File: config.mk
export PLATFORM = sky130hd
export DESIGN_NAME = vga_timing_gen
export DESIGN_NICKNAME = d
export VERILOG_FILES = /design/src/rtl/gpu_timing_pkg.sv /design/src/rtl/timing_axis.sv /design/src/rtl/vga_timing_gen.sv
export SDC_FILE = /design/constraint.sdc
export NUM_CORES = 1
export LEC_CHECK = 0
export BUFFER_PORTS_ARGS = -buffer_cell sky130_fd_sc_hd__clkbuf_2
export CAP_MARGIN = 25
export CORE_ASPECT_RATIO = 0.9
export CORE_MARGIN = 5
export CORE_UTILIZATION = 40
export CTS_CLUSTER_DIAMETER = 80
export DETAILED_ROUTE_END_ITERATION = 6
export GPL_ROUTABILITY_DRIVEN = 0
export PLACE_DENSITY_LB_ADDON = 0.1
export REMOVE_ABC_BUFFERS = 1
export SYNTH_ARGS = -nofsm -noshare
export SYNTH_HDL_FRONTEND = slang
export SYNTH_HIERARCHICAL = 1
export SYNTH_SLANG_ARGS = --single-unit
export TNS_END_PERCENT = 50
File: constraint.sdc
create_clock -name CLK100MHz -period 3 [get_ports CLK100MHz]
set_clock_uncertainty 0.05 [all_clocks]
set_input_delay 0.3 -clock CLK100MHz [delete_from_list [all_inputs] [get_ports CLK100MHz]]
set_output_delay 0.3 -clock CLK100MHz [all_outputs]
set_load 0.02 [all_outputs]
File: src/rtl/gpu_timing_pkg.sv
// ============================================================================
// Module  : gpu_timing_pkg
// Brief   : 640x480@60 defaults, IRQ bit map and segment-total helper
// Revision: 1.0 - initial release
// ============================================================================
`default_nettype none

package gpu_timing_pkg;

  localparam int DEF_CLK_DIV   = 4;
  localparam int DEF_H_VISIBLE = 640;
  localparam int DEF_H_FRONT   = 16;
  localparam int DEF_H_SYNC    = 96;
  localparam int DEF_H_BACK    = 48;
  localparam int DEF_V_VISIBLE = 480;
  localparam int DEF_V_FRONT   = 10;
  localparam int DEF_V_SYNC    = 2;
  localparam int DEF_V_BACK    = 33;
  localparam int DEF_CW        = 10;

  localparam int IRQ_VBLANK = 0;
  localparam int IRQ_LINE   = 1;

  function automatic int seg_total(input int visible, input int front,
                                   input int sync, input int back);
    return visible + front + sync + back;
  endfunction

endpackage

`default_nettype wire

File: src/rtl/timing_axis.sv
// ============================================================================
// Module  : timing_axis
// Brief   : One raster axis: wrapping counter with registered visible/sync decode
// Revision: 1.0 - initial release
// ============================================================================
`default_nettype none

module timing_axis
  import gpu_timing_pkg::*;
#(
  parameter int VISIBLE = DEF_H_VISIBLE,
  parameter int FRONT   = DEF_H_FRONT,
  parameter int SYNC    = DEF_H_SYNC,
  parameter int BACK    = DEF_H_BACK,
  parameter bit POL     = 1'b0,
  parameter int CW      = DEF_CW
) (
  input  logic          clk,
  input  logic          rst_n,
  input  logic          advance,
  output logic [CW-1:0] count,
  output logic          wrap,
  output logic          visible,
  output logic          sync
);

  localparam int            c_total      = seg_total(VISIBLE, FRONT, SYNC, BACK);
  localparam logic [CW-1:0] c_last       = CW'(c_total - 1);
  localparam logic [CW-1:0] c_vis_end    = CW'(VISIBLE);
  localparam logic [CW-1:0] c_sync_start = CW'(VISIBLE + FRONT);
  localparam logic [CW-1:0] c_sync_end   = CW'(VISIBLE + FRONT + SYNC - 1);

  logic [CW-1:0] w_count_next;

  assign wrap         = (count == c_last);
  assign w_count_next = wrap ? '0 : count + 1'b1;

  // Decode the next count so visible/sync line up with the count they describe.
  always_ff @(posedge clk or negedge rst_n) begin
    if (!rst_n) begin
      count   <= c_last;
      visible <= 1'b0;
      sync    <= ~POL;
    end else if (advance) begin
      count   <= w_count_next;
      visible <= (w_count_next < c_vis_end);
      sync    <= ((w_count_next >= c_sync_start) && (w_count_next <= c_sync_end)) ? POL : ~POL;
    end
  end

endmodule

`default_nettype wire

File: src/rtl/vga_timing_gen.sv
// ============================================================================
// Module  : vga_timing_gen
// Brief   : Parametrised raster timing generator with line-compare/vblank IRQs
// Revision: 1.0 - initial release
// ============================================================================
`default_nettype none

module vga_timing_gen
  import gpu_timing_pkg::*;
#(
  parameter int CLK_DIV   = DEF_CLK_DIV,
  parameter int H_VISIBLE = DEF_H_VISIBLE,
  parameter int H_FRONT   = DEF_H_FRONT,
  parameter int H_SYNC    = DEF_H_SYNC,
  parameter int H_BACK    = DEF_H_BACK,
  parameter int V_VISIBLE = DEF_V_VISIBLE,
  parameter int V_FRONT   = DEF_V_FRONT,
  parameter int V_SYNC    = DEF_V_SYNC,
  parameter int V_BACK    = DEF_V_BACK,
  parameter bit HS_POL    = 1'b0,
  parameter bit VS_POL    = 1'b0,
  parameter int CW        = DEF_CW
) (
  input  logic          CLK100MHz,
  input  logic          rst,
  input  logic [CW-1:0] line_cmp,
  input  logic [1:0]    irq_en,
  input  logic [1:0]    irq_ack,
  output logic          pix_en,
  output logic [CW-1:0] h_count,
  output logic [CW-1:0] v_count,
  output logic          active,
  output logic          hs,
  output logic          vs,
  output logic          frame_start,
  output logic [1:0]    irq_status,
  output logic          irq
);

  localparam int            c_dw       = (CLK_DIV > 1) ? $clog2(CLK_DIV) : 1;
  localparam logic [c_dw-1:0] c_div_last = c_dw'(CLK_DIV - 1);
  localparam logic [CW-1:0] c_vblank_line = CW'(V_VISIBLE);

  logic [c_dw-1:0] r_div;
  logic            w_tick;
  logic            w_h_wrap;
  logic            w_v_wrap;
  logic            w_h_vis;
  logic            w_v_vis;
  logic            w_line_start;
  logic [CW-1:0]   w_v_next;
  logic [1:0]      w_events;
  logic [1:0]      w_status_next;

  assign w_tick = (r_div == c_div_last);

  // pix_en is the registered copy of the tick that also advances the counters.
  always_ff @(posedge CLK100MHz or negedge rst) begin
    if (!rst) begin
      r_div  <= '0;
      pix_en <= 1'b0;
    end else begin
      r_div  <= w_tick ? '0 : r_div + 1'b1;
      pix_en <= w_tick;
    end
  end

  timing_axis #(
    .VISIBLE (H_VISIBLE),
    .FRONT   (H_FRONT),
    .SYNC    (H_SYNC),
    .BACK    (H_BACK),
    .POL     (HS_POL),
    .CW      (CW)
  ) u_h_axis (
    .clk     (CLK100MHz),
    .rst_n   (rst),
    .advance (w_tick),
    .count   (h_count),
    .wrap    (w_h_wrap),
    .visible (w_h_vis),
    .sync    (hs)
  );

  timing_axis #(
    .VISIBLE (V_VISIBLE),
    .FRONT   (V_FRONT),
    .SYNC    (V_SYNC),
    .BACK    (V_BACK),
    .POL     (VS_POL),
    .CW      (CW)
  ) u_v_axis (
    .clk     (CLK100MHz),
    .rst_n   (rst),
    .advance (w_line_start),
    .count   (v_count),
    .wrap    (w_v_wrap),
    .visible (w_v_vis),
    .sync    (vs)
  );

  assign active       = w_h_vis & w_v_vis;
  assign w_line_start = w_tick & w_h_wrap;
  assign w_v_next     = w_v_wrap ? '0 : v_count + 1'b1;

  always_comb begin
    w_events             = 2'b00;
    w_events[IRQ_VBLANK] = w_line_start && (w_v_next == c_vblank_line);
    w_events[IRQ_LINE]   = w_line_start && (w_v_next == line_cmp);
  end

  // An event outranks a simultaneous acknowledge of the same bit.
  assign w_status_next = (irq_status & ~irq_ack) | w_events;

  always_ff @(posedge CLK100MHz or negedge rst) begin
    if (!rst) begin
      frame_start <= 1'b0;
      irq_status  <= 2'b00;
      irq         <= 1'b0;
    end else begin
      frame_start <= w_line_start & w_v_wrap;
      irq_status  <= w_status_next;
      irq         <= |(w_status_next & irq_en);
    end
  end

endmodule

`default_nettype wire

==> PnR_summary.wiki <==
{| class="wikitable"
! Metric !! Value
|-
| GRT Resource Usage Total || 0.159
|-
| Maximum cell stage delay along the critical path || 0.52 ns
|-
| Final Max Tran Viols || 0
|-
| Switching share of total power || 0.200
|-
| Combinational group share of total power || 0.033
|-
| Clock network fraction of design power || 0.488
|-
| Critical Path End Type || register
|-
| Setup fix buffers added after clock tree synthesis || 0
|-
| Routed Antenna Nets || 0
|-
| Max transition margin || 0.481
|-
| Global-route wire length before repair || ~10,000 microns
|-
| Horiz. Die Dim || 91.4 microns
|-
| Total internal power || around 0.0007 W
|-
| Per-cell via count in the routed design || approximately 5.6
|-
| Final hold violations || 0
|-
| Routed wire per std cell || about 16 microns
|-
| Critical path's top delay family || simple AND/OR/NAND/NOR gates
|-
| Leakage power || around 1.2 nW
|-
| Unrepaired setup endpoints after global routing || false
|-
| Post-detail-place hpwl || 4390 microns
|-
| Iteration-0 DRC count of the detailed router || between 100 and 150
|-
| Arr. time, crit path || 2.75 ns
|-
| Die Ht || between 80 and 90 microns
|-
| Leading cell type in the layout, fill and taps excluded || sky130_fd_sc_hd__clkbuf_2
|-
| Largest net degree at the start of global routing || 32
|-
| Power dissipated by switching net loads || approximately 0.00017 W
|-
| Final wirelength || slightly below 6000 microns
|-
| CTS tree || built
|-
| Standard cell with the maximum stage delay on the critical path || sky130_fd_sc_hd__dfrtp_1
|-
| Yosys Warn Count || 6
|-
| Cell seen most often among critical-path stages || sky130_fd_sc_hd__nor4b_2
|-
| Minimum clock period || 2.62 ns
|-
| List of cells traversed by the critical path || nor4b_2 -> nand4b_1 -> nor2_2 -> nor2b_1 -> mux2i_1 -> xnor2_1 -> nor4b_2 -> nand4_2 -> o31ai_1
|-
| Flip-flop and latch count after synthesis || 31
|-
| Setup TNS after final layout || 0 ns
|-
| Share of post-route cells with drive strength above 1 || 0.318
|-
| Clock-pin slew on the worst setup and hold paths || around 0.07 ns
|-
| IO Count || 44
|-
| Port buffer count || 43
|-
| Hold/Removal Path Class || in2async
|-
| Number of detailed-routing iterations run before antenna repair || 4
|-
| Number of maximum-capacitance constraint violations || 0
|-
| Critical-path maximum fanout || 12
|-
| Dominant register cell in the synthesized netlist || sky130_fd_sc_hd__dfrtp_1
|-
| Starting utilization of the core area || 0.416
|-
| Gate count after technology mapping || around 260
|-
| Highest clock frequency the design can meet || around 380 MHz
|-
| Required arrival time at the worst endpoint || about 3.1 ns
|-
| Most used cells in the layout excluding fill and tap cells || sky130_fd_sc_hd__clkbuf_2 (43), sky130_fd_sc_hd__dfrtp_1 (19), sky130_fd_sc_hd__nor2_1 (17), sky130_fd_sc_hd__nand2_1 (16)
|-
| GRT Residual Overflow || 0
|-
| Power per cell area || between 300 and 400 nW/um^2
|-
| Sequential element share of the synthesized area || 0.332
|-
| Library cells used by synthesis || around 70
|-
| Via Count || roughly 2,100
|-
| Number of buffers created by CTS || 5
|-
| Class of the most critical setup path || reg2reg
|-
| Hold Worst Slack || 0.0404 ns
|-
| Number of buffers inserted for hold repair after clock tree synthesis || 0
|-
| Number of sinks on the clock net || 31
|-
| FFs w/ async S/R, synth || 1.00
|-
| Run status || complete, no violations
|-
| Number of levels the H-tree was split into || 2
|-
| Sequential fraction of design power || 0.479
|-
| Post-layout net count || around 320
|-
| # setup viols final || 0
|-
| Number of global-route vias before repair || roughly 2,000
|-
| Number of antenna violations at the first check in global routing || 0
|-
| DRC violation count after routing || 0
|-
| CTS Root Cell || sky130_fd_sc_hd__clkbuf_8
|-
| Number of buffers on the longest clock path || 2
|-
| Core Box Area || between 5000 and 6000 sq um
|-
| Die area || between 7000 and 8000 sq um
|-
| Number of synthesized flops with an enable pin || 0
|-
| Antenna fix cells || 0
|-
| Standard-cell row count || 26
|-
| Clock latency on the worst-skew pair || 0.28 ns
|-
| Number of gates given a new drive strength after cts || 0
|-
| Transition time at the pin with the least slew margin || about 0.8 ns
|-
| Highest ir drop seen on vdd || between 0.2 and 0.25 mV
|-
| Sort of element at the start of the critical path || register
|-
| Portion of the clock cycle consumed by the worst path in the final layout || 0.873
|-
| Synthesis-to-layout area growth || 16.3%
|-
| Synth Cell Area || ~2400 sq um
|-
| Buffers and inverters on the worst path || 0
|-
| Fillcell total || 575
|-
| Average size of a mapped cell || 9.31 sq um
|}
-- flip-flops by register name, summed over array words and instances, names as in the netlist --
name              flops
u_h_axis/visible      1
irq_status            2
frame_start           1
u_v_axis/count       10
u_v_axis/sync         1
u_h_axis/count       10
u_h_axis/sync         1
u_v_axis/visible      1
pix_en                1
r_div                 2
irq                   1
-- cell type report --
type | count | area, sq um | share of cell area
clock buffers | 6 | 82.6 | 0.0298
clock inverters | 2 | 35.0 | 0.0126
inverters | 12 | 45.0 | 0.0163
multi-input cells | 198 | 1440 | 0.520
flip-flops and latches | 31 | 791 | 0.285
well taps | 70 | 87.6 | 0.0316
repair buffers | 53 | 290 | 0.105
-- stage by stage --
step	instance area (sq um)	power (W)	setup slack, ns	utilization	cells
after floorplan	2280	0.000434	0.373	-	241
after global placement	2650	0.000456	0.534	0.464	364
after detailed placement	2650	0.000456	0.375	0.464	364
after CTS	2770	0.000893	0.350	0.484	372
after global routing	2770	0.000912	0.0890	0.484	372
final	2770	0.000874	0.382	0.484	372
-- logic make-up after synthesis --
logic type / count (synthesis) / synth area share
mux: 5 / 0.0215
fa+ha+maj: 6 / 0.0315
xor+xnor: 22 / 0.0866
compound gates: 63 / 0.192
simple gates: 102 / 0.272
flops: 31 / 0.332
buf+inv: 27 / 0.0640
-- cell usage after synthesis (4+ instances only) --
master,count,share of area
sky130_fd_sc_hd__dfrtp_1,19,0.20
sky130_fd_sc_hd__nor2_1,17,0.027
sky130_fd_sc_hd__nand2_1,16,0.025
sky130_fd_sc_hd__nand3_1,15,0.031
sky130_fd_sc_hd__xnor2_1,15,0.055
sky130_fd_sc_hd__dfstp_2,12,0.13
sky130_fd_sc_hd__inv_1,12,0.019
sky130_fd_sc_hd__o21ai_0,10,0.021
sky130_fd_sc_hd__a21oi_1,9,0.019
sky130_fd_sc_hd__nor3_1,8,0.017
sky130_fd_sc_hd__a31oi_1,6,0.016
sky130_fd_sc_hd__ha_1,6,0.031
sky130_fd_sc_hd__o31ai_1,6,0.019
sky130_fd_sc_hd__xor2_1,6,0.022
sky130_fd_sc_hd__and3_1,5,0.013
sky130_fd_sc_hd__buf_6,5,0.024
sky130_fd_sc_hd__nor2b_1,5,0.013
sky130_fd_sc_hd__a21o_1,4,0.013
sky130_fd_sc_hd__buf_2,4,0.0084
sky130_fd_sc_hd__mux2i_1,4,0.017
sky130_fd_sc_hd__o211ai_1,4,0.013
sky130_fd_sc_hd__or3_1,4,0.010
-- worst paths after layout --
| check | to | slack, ns | startpoint | depth (start not counted) |
|---|---|---|---|---|
| max | irq | 0.38 | u_v_axis/count[8] | 9 |
| min | u_h_axis/visible | 0.04 | rst | 1 |
| max reg2reg | irq | 0.38 | u_v_axis/count[8] | 9 |
| min reg2reg | r_div[0] | 0.38 | r_div[0] | 1 |
| max in group asynchronous | u_v_axis/count[4] | 2.36 | rst | 1 |
| min in group CLK100MHz | irq_status[1] | 0.18 | irq_ack[1] | 2 |
-- metal layers --
metal  GRT usage  share of wire  vias up
met5           0              0        -
met4      0.0427         0.0054        0
met3      0.0344          0.056        4
met2       0.218           0.42       59
met1       0.246           0.52      997
li1            -              -     1024
-- power groups by stage --
stage	registers (W)	clock network, W	logic [W]
6_report	0.000419	0.000426	0.0000289
5_1_grt	0.000418	0.000461	0.0000327
4_1_cts	0.000419	0.000444	0.0000302
3_5_place_dp	0.000426	0	0.0000302
3_3_place_gp	0.000426	0	0.0000298
2_1_floorplan	0.000426	0	0.00000808
No activity file was read; power rests on OpenSTA's default activity.
